==> src/rtl/hamming_pkg.sv <==
// Shared Hamming helpers for the encoder and decoder: power-of-two test,
// parity-width legality/sizing and the data-index to codeword-position map.
package hamming_pkg;

    function automatic bit is_pow2(input int p);
        return (p > 0) && ((p & (p - 1)) == 0);
    endfunction

    // Legal when the R-bit syndrome can name every position plus "no error".
    function automatic bit hamming_legal(input int n, input int r);
        return (r > 0) && (r < 31) && ((1 << r) >= n + r + 1);
    endfunction

    function automatic int min_parity(input int n);
        int r;
        r = 1;
        while ((1 << r) < n + r + 1) r++;
        return r;
    endfunction

    // Codeword position of data bit k (k starts at 1): k-th non-power-of-two.
    function automatic int data_pos(input int k);
        int cnt;
        int pos;
        cnt = 0;
        pos = 0;
        for (int p = 1; p < 1024; p++) begin
            if (pos == 0 && !is_pow2(p)) begin
                cnt++;
                if (cnt == k) pos = p;
            end
        end
        return pos;
    endfunction

endpackage

==> src/rtl/hamming_decode_pipe_if.sv <==
// Valid/ready bus of the Hamming decoder: codeword in, decoded result out.
// slave = decoder side, master = channel/sink side.
interface hamming_decode_pipe_if #(
    parameter int N = 7,
    parameter int R = 4
);
    logic           in_valid;
    logic           in_ready;
    logic [1:N+R]   en_stream;
    logic           out_valid;
    logic           out_ready;
    logic [1:N]     data;
    logic [R-1:0]   syndrome;
    logic           corrected;
    logic           uncorrectable;

    modport slave (
        input  in_valid, en_stream, out_ready,
        output in_ready, out_valid, data, syndrome,
        output corrected, uncorrectable
    );

    modport master (
        output in_valid, en_stream, out_ready,
        input  in_ready, out_valid, data, syndrome,
        input  corrected, uncorrectable
    );
endinterface

==> src/rtl/hamming_syndrome.sv <==
// Combinational even-parity Hamming syndrome generator.
// i_cw: codeword, bit 1 = position 1; o_syn: R-bit syndrome.
module hamming_syndrome #(
    parameter int N = 7,
    parameter int R = 4
) (
    input  logic [1:N+R]  i_cw,
    output logic [R-1:0]  o_syn
);
    always_comb begin
        o_syn = '0;
        for (int i = 0; i < R; i++) begin
            for (int j = 1; j <= N + R; j++) begin
                if ((j & (1 << i)) != 0) o_syn[i] = o_syn[i] ^ i_cw[j];
            end
        end
    end
endmodule

==> src/rtl/hamming_decode_pipe.sv <==
// Two-stage SEC Hamming decoder with valid/ready flow control and
// saturating error counters.
// Ports: clk, rst_n (async low), bus (slave: codeword in, result out),
// clr_count (sync clear), corr_count / uncorr_count (saturating).
module hamming_decode_pipe
    import hamming_pkg::*;
#(
    parameter int N     = 7,
    parameter int R     = 4,
    parameter int CNT_W = 16
) (
    input  logic                 clk,
    input  logic                 rst_n,
    hamming_decode_pipe_if.slave bus,
    input  logic                 clr_count,
    output logic [CNT_W-1:0]     corr_count,
    output logic [CNT_W-1:0]     uncorr_count
);
    localparam int              NR   = N + R;
    localparam logic [R:0]      LIM  = (R+1)'(NR);
    localparam logic [CNT_W-1:0] CMAX = '1;

    if (!hamming_legal(N, R)) begin : g_illegal
        $error("hamming_decode_pipe: 2**R must be >= N+R+1");
    end

    logic             r_s1_valid;
    logic [1:NR]      r_cw;
    logic [R-1:0]     r_syn;
    logic             r_s2_valid;
    logic [1:N]       r_data;
    logic [R-1:0]     r_syn2;
    logic             r_corr;
    logic             r_unc;
    logic [CNT_W-1:0] r_corr_cnt;
    logic [CNT_W-1:0] r_unc_cnt;

    logic [R-1:0]     w_syn;
    logic             w_s2_load;
    logic             w_out_xfer;
    logic [R:0]       w_syn_ext;
    logic             w_fix;
    logic             w_unc;
    logic [1:NR]      w_fixed;
    logic [1:N]       w_data;

    hamming_syndrome #(.N(N), .R(R)) u_syn (
        .i_cw  (bus.en_stream),
        .o_syn (w_syn)
    );

    // in_ready looks through a draining S2 so streaming has no bubble.
    assign w_s2_load     = !r_s2_valid || bus.out_ready;
    assign bus.in_ready  = !r_s1_valid || w_s2_load;
    assign w_out_xfer    = r_s2_valid && bus.out_ready;

    always_ff @(posedge clk or negedge rst_n) begin
        if (!rst_n) begin
            r_s1_valid <= 1'b0;
            r_cw       <= '0;
            r_syn      <= '0;
        end else if (bus.in_ready) begin
            r_s1_valid <= bus.in_valid;
            if (bus.in_valid) begin
                r_cw  <= bus.en_stream;
                r_syn <= w_syn;
            end
        end
    end

    // Widened by one bit so the range test against N+R cannot wrap.
    assign w_syn_ext = {1'b0, r_syn};
    assign w_fix     = (w_syn_ext != '0) && (w_syn_ext <= LIM);
    assign w_unc     = (w_syn_ext > LIM);

    always_comb begin
        w_fixed = r_cw;
        for (int j = 1; j <= NR; j++) begin
            if (w_fix && (w_syn_ext == (R+1)'(j))) w_fixed[j] = ~r_cw[j];
        end
    end

    for (genvar k = 1; k <= N; k++) begin : g_ext
        localparam int P = data_pos(k);
        assign w_data[k] = w_fixed[P];
    end

    always_ff @(posedge clk or negedge rst_n) begin
        if (!rst_n) begin
            r_s2_valid <= 1'b0;
            r_data     <= '0;
            r_syn2     <= '0;
            r_corr     <= 1'b0;
            r_unc      <= 1'b0;
        end else if (w_s2_load) begin
            r_s2_valid <= r_s1_valid;
            if (r_s1_valid) begin
                r_data <= w_data;
                r_syn2 <= r_syn;
                r_corr <= w_fix;
                r_unc  <= w_unc;
            end
        end
    end

    always_ff @(posedge clk or negedge rst_n) begin
        if (!rst_n) begin
            r_corr_cnt <= '0;
            r_unc_cnt  <= '0;
        end else if (clr_count) begin
            r_corr_cnt <= '0;
            r_unc_cnt  <= '0;
        end else if (w_out_xfer) begin
            if (r_corr && r_corr_cnt != CMAX)
                r_corr_cnt <= r_corr_cnt + CNT_W'(1);
            if (r_unc && r_unc_cnt != CMAX)
                r_unc_cnt <= r_unc_cnt + CNT_W'(1);
        end
    end

    assign bus.out_valid     = r_s2_valid;
    assign bus.data          = r_data;
    assign bus.syndrome      = r_syn2;
    assign bus.corrected     = r_corr;
    assign bus.uncorrectable = r_unc;
    assign corr_count        = r_corr_cnt;
    assign uncorr_count      = r_unc_cnt;

endmodule

==> src/flat_wrapper.sv <==
// flat-port wrapper written by rule: the top's interface ports become plain ports
module hamming_decode_pipe_flat import hamming_pkg::*;
#(
    parameter int N     = 7,
    parameter int R     = 4,
    parameter int CNT_W = 16
)
  (clk, rst_n, clr_count, corr_count, uncorr_count, bus_in_valid, bus_en_stream, bus_out_ready, bus_in_ready, bus_out_valid, bus_data, bus_syndrome, bus_corrected, bus_uncorrectable);
  hamming_decode_pipe_if #(.N(N), .R(R)) bus_i ();
  input  logic clk;
  input  logic rst_n;
  input  logic clr_count;
  output logic [CNT_W-1:0] corr_count;
  output logic [CNT_W-1:0] uncorr_count;
  input wire logic [$bits(bus_i.in_valid)-1:0] bus_in_valid;
  input wire logic [$bits(bus_i.en_stream)-1:0] bus_en_stream;
  input wire logic [$bits(bus_i.out_ready)-1:0] bus_out_ready;
  output wire logic [$bits(bus_i.in_ready)-1:0] bus_in_ready;
  output wire logic [$bits(bus_i.out_valid)-1:0] bus_out_valid;
  output wire logic [$bits(bus_i.data)-1:0] bus_data;
  output wire logic [$bits(bus_i.syndrome)-1:0] bus_syndrome;
  output wire logic [$bits(bus_i.corrected)-1:0] bus_corrected;
  output wire logic [$bits(bus_i.uncorrectable)-1:0] bus_uncorrectable;
  assign bus_i.in_valid = bus_in_valid;
  assign bus_i.en_stream = bus_en_stream;
  assign bus_i.out_ready = bus_out_ready;
  assign bus_in_ready = bus_i.in_ready;
  assign bus_out_valid = bus_i.out_valid;
  assign bus_data = bus_i.data;
  assign bus_syndrome = bus_i.syndrome;
  assign bus_corrected = bus_i.corrected;
  assign bus_uncorrectable = bus_i.uncorrectable;
  hamming_decode_pipe #(.N(N), .R(R), .CNT_W(CNT_W)) u_core (.clk(clk), .rst_n(rst_n), .bus(bus_i), .clr_count(clr_count), .corr_count(corr_count), .uncorr_count(uncorr_count));
endmodule
==> config.mk <==
export PLATFORM = sky130hd
export DESIGN_NAME = hamming_decode_pipe_flat
export DESIGN_NICKNAME = d
export VERILOG_FILES = /design/src/rtl/hamming_pkg.sv /design/src/rtl/hamming_decode_pipe_if.sv /design/src/rtl/hamming_syndrome.sv /design/src/rtl/hamming_decode_pipe.sv /design/src/flat_wrapper.sv
export SDC_FILE = /design/constraint.sdc
export NUM_CORES = 1
export LEC_CHECK = 0
export ABC_AREA = 1
export ABC_CLOCK_PERIOD_IN_PS = 2900
export CAP_MARGIN = 20
export CORE_MARGIN = 8
export CORE_UTILIZATION = 56
export DETAILED_ROUTE_END_ITERATION = 6
export PLACE_DENSITY = 0.85
export SLEW_MARGIN = 20
export SYNTH_ARGS = -nofsm -noshare
export SYNTH_HDL_FRONTEND = slang
export SYNTH_SLANG_ARGS = --single-unit
==> constraint.sdc <==
create_clock -name clk -period 2.9 [get_ports clk]
set_input_delay 0.58 -clock clk [delete_from_list [all_inputs] [get_ports clk]]
set_output_delay 0.58 -clock clk [all_outputs]
set_load 0.05 [all_outputs]
* Yosys cells after proc, flatten, opt, wreduce, memory -nomap -nowiden
Cells that the tools add are included.
** Operators by class
- $add $sub $neg :: 2
- Muxes and demuxes :: 13
- Bitwise gates (word level) :: 23
- Equal/unequal tests :: 9
- Magnitude comparators :: 2
- Reduce and logical (&&, ||, !) cells :: 23
** Operator list (count)
- 16-bit two-way mux :: 6
- 16-bit by 1-bit adder with 16-bit output (second input constant) :: 2
- 16-bit != test (second input constant) :: 2
- 1-bit XOR :: 16
- 4-bit by 3-bit equality test with 1-bit output (second input constant) :: 3
- 4-bit equality test (second input constant) :: 3
- 1-bit logical AND :: 11
- 2-bit AND reduction :: 4
- 1-bit two-way mux :: 7
- 1-bit inverter :: 7
- 2-bit nonzero test :: 3
- 5-bit nonzero test :: 1
- 4-bit by 2-bit equality test with 1-bit output (second input constant) :: 1
- 4-bit greater-than comparator (second input constant) :: 1
- 4-bit <= comparator (second input constant) :: 1
- 1-bit logical NOT :: 2
- 1-bit logical OR :: 2
** Word-level totals
- Word-level logic and storage cells :: 82
- Input bits :: 16
- Output and inout port bits :: 47
- Register bits after elaboration :: 60

* Depth between registers and ports, before layout
- Depth in word-level cells :: 5
- Gate-level depth with buffers :: 10

* Hierarchy
A second synthesis with hierarchy kept.
** Unflattened totals
- Cell total of the unflattened synthesis :: 484
- Area total of the unflattened synthesis :: 3437.0 um^2
** Modules (own cells, without submodules)
- hamming_decode_pipe :: area an instance 3186.8 um^2, times used 1, cells each 426
- hamming_syndrome :: area an instance 250.2 um^2, times used 1, cells each 58

* Worst setup path after synthesis
Ideal clock, no wire load.
- Kind :: register to register
- From :: register u_core.r_s2_valid (netlist: u_core.bus.out_valid)
- To :: register u_core.r_cw[10] in the netlist's numbering
- Setup slack :: 0.830 ns
- Data required time :: 2.768 ns
- Buffers on the path :: 1
- Stages on the path, launching flop included :: 5
- Library setup time :: 0.132 ns
- Arrival time :: 1.937 ns
- Path through :: dfrtp_1 nand3_1 nand2_1 clkbuf_1 o21ai_0
** On the way
- Word-level cells in the longest chain between the ends :: 4
** RTL lines
- from (decl) :: RTL line hamming_decode_pipe.sv:30 : logic r_s2_valid;
- from (signal assigned) :: RTL line hamming_decode_pipe.sv:96 : r_s2_valid <= r_s1_valid;
- 1-bit logical NOT :: RTL line hamming_decode_pipe.sv:53 : assign w_s2_load = !r_s2_valid || bus.out_ready;
- 1-bit logical OR :: RTL line hamming_decode_pipe.sv:53
- 1-bit logical OR :: RTL line hamming_decode_pipe.sv:54 : assign bus.in_ready = !r_s1_valid || w_s2_load;
- net bus_in_ready :: RTL line flat_wrapper.sv:18 : output wire logic [$bits(bus_i.in_ready)-1:0] bus_in_ready;
- 2-bit AND reduction (no line)
- to (signal assigned) :: RTL line hamming_decode_pipe.sv:65 : r_cw <= bus.en_stream;
- to (decl) :: RTL line hamming_decode_pipe.sv:28 : logic [1:NR] r_cw;
The timed path passes the listed nets, and every way through them passes these cells.
A chain may end at the register's enable or synchronous reset.

* Worst setup path after layout
- From :: register u_core.r_corr_cnt[3] (netlist: u_core.corr_count[3])
- To :: output corr_count[3]
** RTL lines
- from (decl) :: RTL line hamming_decode_pipe.sv:35 : logic [CNT_W-1:0] r_corr_cnt;
- from (signal assigned) :: RTL line hamming_decode_pipe.sv:115 : r_corr_cnt <= r_corr_cnt + CNT_W'(1);
- to (decl) :: RTL line flat_wrapper.sv:13 : output logic [CNT_W-1:0] corr_count;
No word-level cell between the ends.

==> impl_metrics.xml <==
<?xml version="1.0" encoding="UTF-8"?>
<metrics>
  <group name="power">
    <metric name="p_comb_frac" unit="">0.292</metric>
    <metric name="static_leakage_power" unit="nW">1.91</metric>
    <metric name="pwr-share-seq" unit="">0.387</metric>
    <metric name="p_int" unit="mW">1.66</metric>
    <metric name="power.density_cell_area" unit="mW/mm²">605</metric>
    <metric name="total_switching_power" unit="mW">0.911</metric>
    <metric name="switching_share" unit="">0.355</metric>
    <metric name="worst_ir_drop_vdd" unit="mV">0.416</metric>
    <metric name="share_clk_of_total_power" unit="">0.321</metric>
    <metric name="report.power.total" unit="mW">2.57</metric>
  </group>
  <group name="detailed_routing">
    <metric name="detail_route.wirelength" unit="µm">8280</metric>
    <metric name="vias_per_cell" unit="">5.34</metric>
    <metric name="drtAntennaViolNets" unit="">0</metric>
    <metric name="vias_post_dr" unit="">3174</metric>
    <metric name="firstDrtPassIters" unit="">4</metric>
    <metric name="initialDrtViolationCount" unit="">156</metric>
    <metric name="routedWlPerCell" unit="µm">13.9</metric>
    <metric name="drc_errors" unit="">0</metric>
  </group>
  <group name="critical_path">
    <metric name="cp-end-kind" unit="">primary output</metric>
    <metric name="timing.critical_path.buf_inv" unit="">1</metric>
    <metric name="worstPathArrival" unit="ns">1.68</metric>
    <metric name="timing.critical_path.max_delay_family" unit="">buffers and inverters</metric>
    <metric name="crit_path_cell_trace" unit="">clkdlybuf4s50_1</metric>
    <metric name="crit_path_start_kind" unit="">register</metric>
    <metric name="path_max_fanout" unit="">6</metric>
    <metric name="critPathMaxStageDelay" unit="ns">0.86</metric>
    <metric name="crit_type" unit="">register to primary output</metric>
    <metric name="critical_path_required" unit="ns">2.32</metric>
    <metric name="cpMaxStageDelayCell" unit="">sky130_fd_sc_hd__clkdlybuf4s50_1</metric>
  </group>
  <group name="logic_synthesis">
    <metric name="post_synth_main_area_contributors" unit="">sky130_fd_sc_hd__dfrtp_1 44%, sky130_fd_sc_hd__nand2_1 19%, sky130_fd_sc_hd__xor2_1 5.3%</metric>
    <metric name="synth_top_area_frac" unit="">0.438</metric>
    <metric name="synthDistinctLibCells" unit="">27</metric>
    <metric name="synth.net_count" unit="">463</metric>
    <metric name="synth-warning-count" unit="">0</metric>
    <metric name="synthesis.instances" unit="">445</metric>
    <metric name="postSynth.topFlopCell" unit="">sky130_fd_sc_hd__dfrtp_1</metric>
    <metric name="yosysTopAreaCell" unit="">sky130_fd_sc_hd__dfrtp_1</metric>
    <metric name="number_of_flops_mapped_to_enable_cells_by_yosys" unit="">0</metric>
    <metric name="synth-seq-cells" unit="">58</metric>
    <metric name="ys_seq_area_frac" unit="">0.438</metric>
    <metric name="async_reset_ff_frac" unit="">1.00</metric>
    <metric name="post_synth.cell_area_avg" unit="µm²">7.45</metric>
    <metric name="syn_area" unit="mm²">0.00331</metric>
  </group>
  <group name="final_layout">
    <metric name="area.growth.synth_to_final" unit="%">28.0</metric>
    <metric name="final_cells" unit="">594</metric>
    <metric name="num-nets-final" unit="">532</metric>
    <metric name="number_of_diodes_added_for_antenna_fixing" unit="">0</metric>
    <metric name="design_area" unit="mm²">0.00424</metric>
    <metric name="final_common_cell" unit="">sky130_fd_sc_hd__nand2_1</metric>
    <metric name="layout-drive-gt1-share" unit="">0.0732</metric>
    <metric name="most-common-layout-cells" unit="">172 x sky130_fd_sc_hd__nand2_1, 60 x sky130_fd_sc_hd__clkdlybuf4s50_1, 58 x sky130_fd_sc_hd__dfrtp_1</metric>
    <metric name="filler_cell_count" unit="">458</metric>
  </group>
  <group name="clocking">
    <metric name="holdBufCountCts" unit="">0</metric>
    <metric name="h_tree_lvls" unit="">3</metric>
    <metric name="clk_root_buffer_cell" unit="">sky130_fd_sc_hd__clkbuf_8</metric>
    <metric name="cts_tree" unit="">yes</metric>
    <metric name="post_cts_buffers" unit="">0</metric>
    <metric name="post_cts_resize_count" unit="">0</metric>
    <metric name="numCtsBuffers" unit="">9</metric>
    <metric name="cts.sink_count" unit="">58</metric>
    <metric name="insertion_delay" unit="ns">0.33</metric>
    <metric name="clk_pin_slew_worst_paths" unit="ns">0.07</metric>
    <metric name="clock_tree.buffer_depth" unit="">2</metric>
  </group>
  <group name="floorplan">
    <metric name="pin_count" unit="">63</metric>
    <metric name="core_area" unit="mm²">0.00582</metric>
    <metric name="initial_core_util" unit="">0.570</metric>
    <metric name="floorplan.die_area" unit="mm²">0.00864</metric>
    <metric name="placement_rows" unit="">28</metric>
    <metric name="chipHeight" unit="µm">92.9</metric>
    <metric name="fp.dieW" unit="µm">92.9</metric>
  </group>
  <group name="sta">
    <metric name="finalSetupTns" unit="ns">0</metric>
    <metric name="timing.clock.skew" unit="ns">0.00637</metric>
    <metric name="worst_hold_margin" unit="ns">0.228</metric>
    <metric name="period_minus_slack" unit="ns">2.26</metric>
    <metric name="final-setup-viol-count" unit="">0</metric>
    <metric name="slew-limit-headroom" unit="">0.563</metric>
    <metric name="setup_repair_after_global_routing_missed_its_margin" unit="">false</metric>
    <metric name="clock.fmax" unit="MHz">443</metric>
    <metric name="finalCritPeriodShare" unit="">0.779</metric>
    <metric name="max_slew_violations" unit="">0</metric>
    <metric name="slew_at_the_pin_with_the_worst_max_slew_slack" unit="ns">0.648</metric>
    <metric name="hold_viol_final" unit="">0</metric>
  </group>
  <group name="grt">
    <metric name="antenna_found_initial" unit="">0</metric>
    <metric name="wire_length_of_the_first_global_routing_pass" unit="µm">14400</metric>
    <metric name="grt_pass1_vias" unit="">3301</metric>
    <metric name="grt_residual_overflow" unit="">0</metric>
    <metric name="grt_max_degree" unit="">59</metric>
    <metric name="gr-usage-all-layers" unit="">0.203</metric>
  </group>
  <group name="status">
    <metric name="run_status" unit="">finished clean</metric>
  </group>
  <group name="placed_design">
    <metric name="io_buffer_count" unit="">62</metric>
    <metric name="hpwl" unit="µm">6020</metric>
    <metric name="finalWeightedCongestion" unit="">0.899</metric>
    <metric name="post_dp_cell_area" unit="mm²">0.00402</metric>
    <metric name="placed_cells_incl_taps" unit="">578</metric>
  </group>
  <group name="worst_hold_path">
    <metric name="hp-class" unit="">primary input to async pin</metric>
  </group>
  <group name="flow_run">
    <metric name="max_cap_viol_count" unit="">0</metric>
  </group>
</metrics>
## cell type report
class	instances	area, µm²	area share
multi-input cells	343	1680	0.396
inverters	34	129	0.0304
well taps	75	93.8	0.0221
flip-flops and latches	58	1450	0.342
clock inverters	5	77.6	0.0183
repair buffers	68	671	0.158
clock buffers	11	141	0.0333
## path summary, 6_finish.rpt
| check | start | cells after the start | to | slack [ns] |
|---|---|---|---|---|
| max in group asynchronous | rst_n | 2 | u_core.uncorr_count[0] | 2.40 |
| worst min-delay path | rst_n | 2 | u_core.corr_count[12] | 0.23 |
| worst min register to register | u_core.bus.syndrome[2] | 2 | u_core.bus.syndrome[2] | 0.49 |
| worst max-delay path | u_core.corr_count[3] | 1 | corr_count[3] | 0.64 |
| min in group clk | u_core.bus.syndrome[2] | 2 | u_core.bus.syndrome[2] | 0.49 |
| worst max register to register | u_core.corr_count[1] | 9 | u_core.corr_count[2] | 1.00 |
## kinds of logic (layout without fill, tap and decap cells)
| group | count (synthesis) | after routing | synth area share |
|---|---|---|---|
| and+or+nand+nor | 278 | 278 | 0.363 |
| adders and majority gates | 2 | 2 | 0.00755 |
| buffers and inverters | 44 | 118 | 0.0555 |
| AOI/OAI and AO/OA | 34 | 34 | 0.0596 |
| DFF | 58 | 58 | 0.438 |
| xor gates and xnor gates | 29 | 29 | 0.0766 |
## registers in the layout, summed over array words and instances, names as in the netlist
name,cells
u_core.corr_count,16
u_core.bus.data,7
u_core.uncorr_count,16
u_core.bus.uncorrectable,1
u_core.r_s1_valid,1
u_core.r_cw,7
u_core.bus.out_valid,1
u_core.bus.corrected,1
u_core.r_syn,4
u_core.bus.syndrome,4
## power by group through the flow
stage | Clock (mW) | Combinational [mW] | Sequential [mW]
floorplan | 0 | 0.231 | 1.25
global placement | 0 | 0.743 | 1.00
detailed placement | 0 | 0.757 | 1.00
CTS | 0.828 | 0.759 | 0.992
global route | 0.870 | 0.805 | 1.01
finish | 0.825 | 0.749 | 0.993
## per-layer routing
metal | GRT usage | up-vias | part of all wire
li1 | - | 1570 | -
met1 | 0.226 | 1499 | 0.42
met2 | 0.354 | 93 | 0.51
met3 | 0.0413 | 12 | 0.056
met4 | 0.110 | 0 | 0.015
met5 | 0 | - | 0
## metrics by stage
stage               utilization  setup slack, ns
finish                    0.730            0.642
global route              0.730            0.595
CTS                       0.730            0.626
detailed placement        0.692            0.720
global placement          0.692            0.753
floorplan                     -            0.830
## cell usage after synthesis (all sizes together), types with 2 or more instances
cell type,number
nor2,50
clkbuf,5
dfrtp,58
xor2,20
o21bai,5
o21ai,27
buf,5
nand3,24
xnor2,9
ha,2
inv,33
nand4,26
nand2,175
Power figures use the tool's default switching activity.
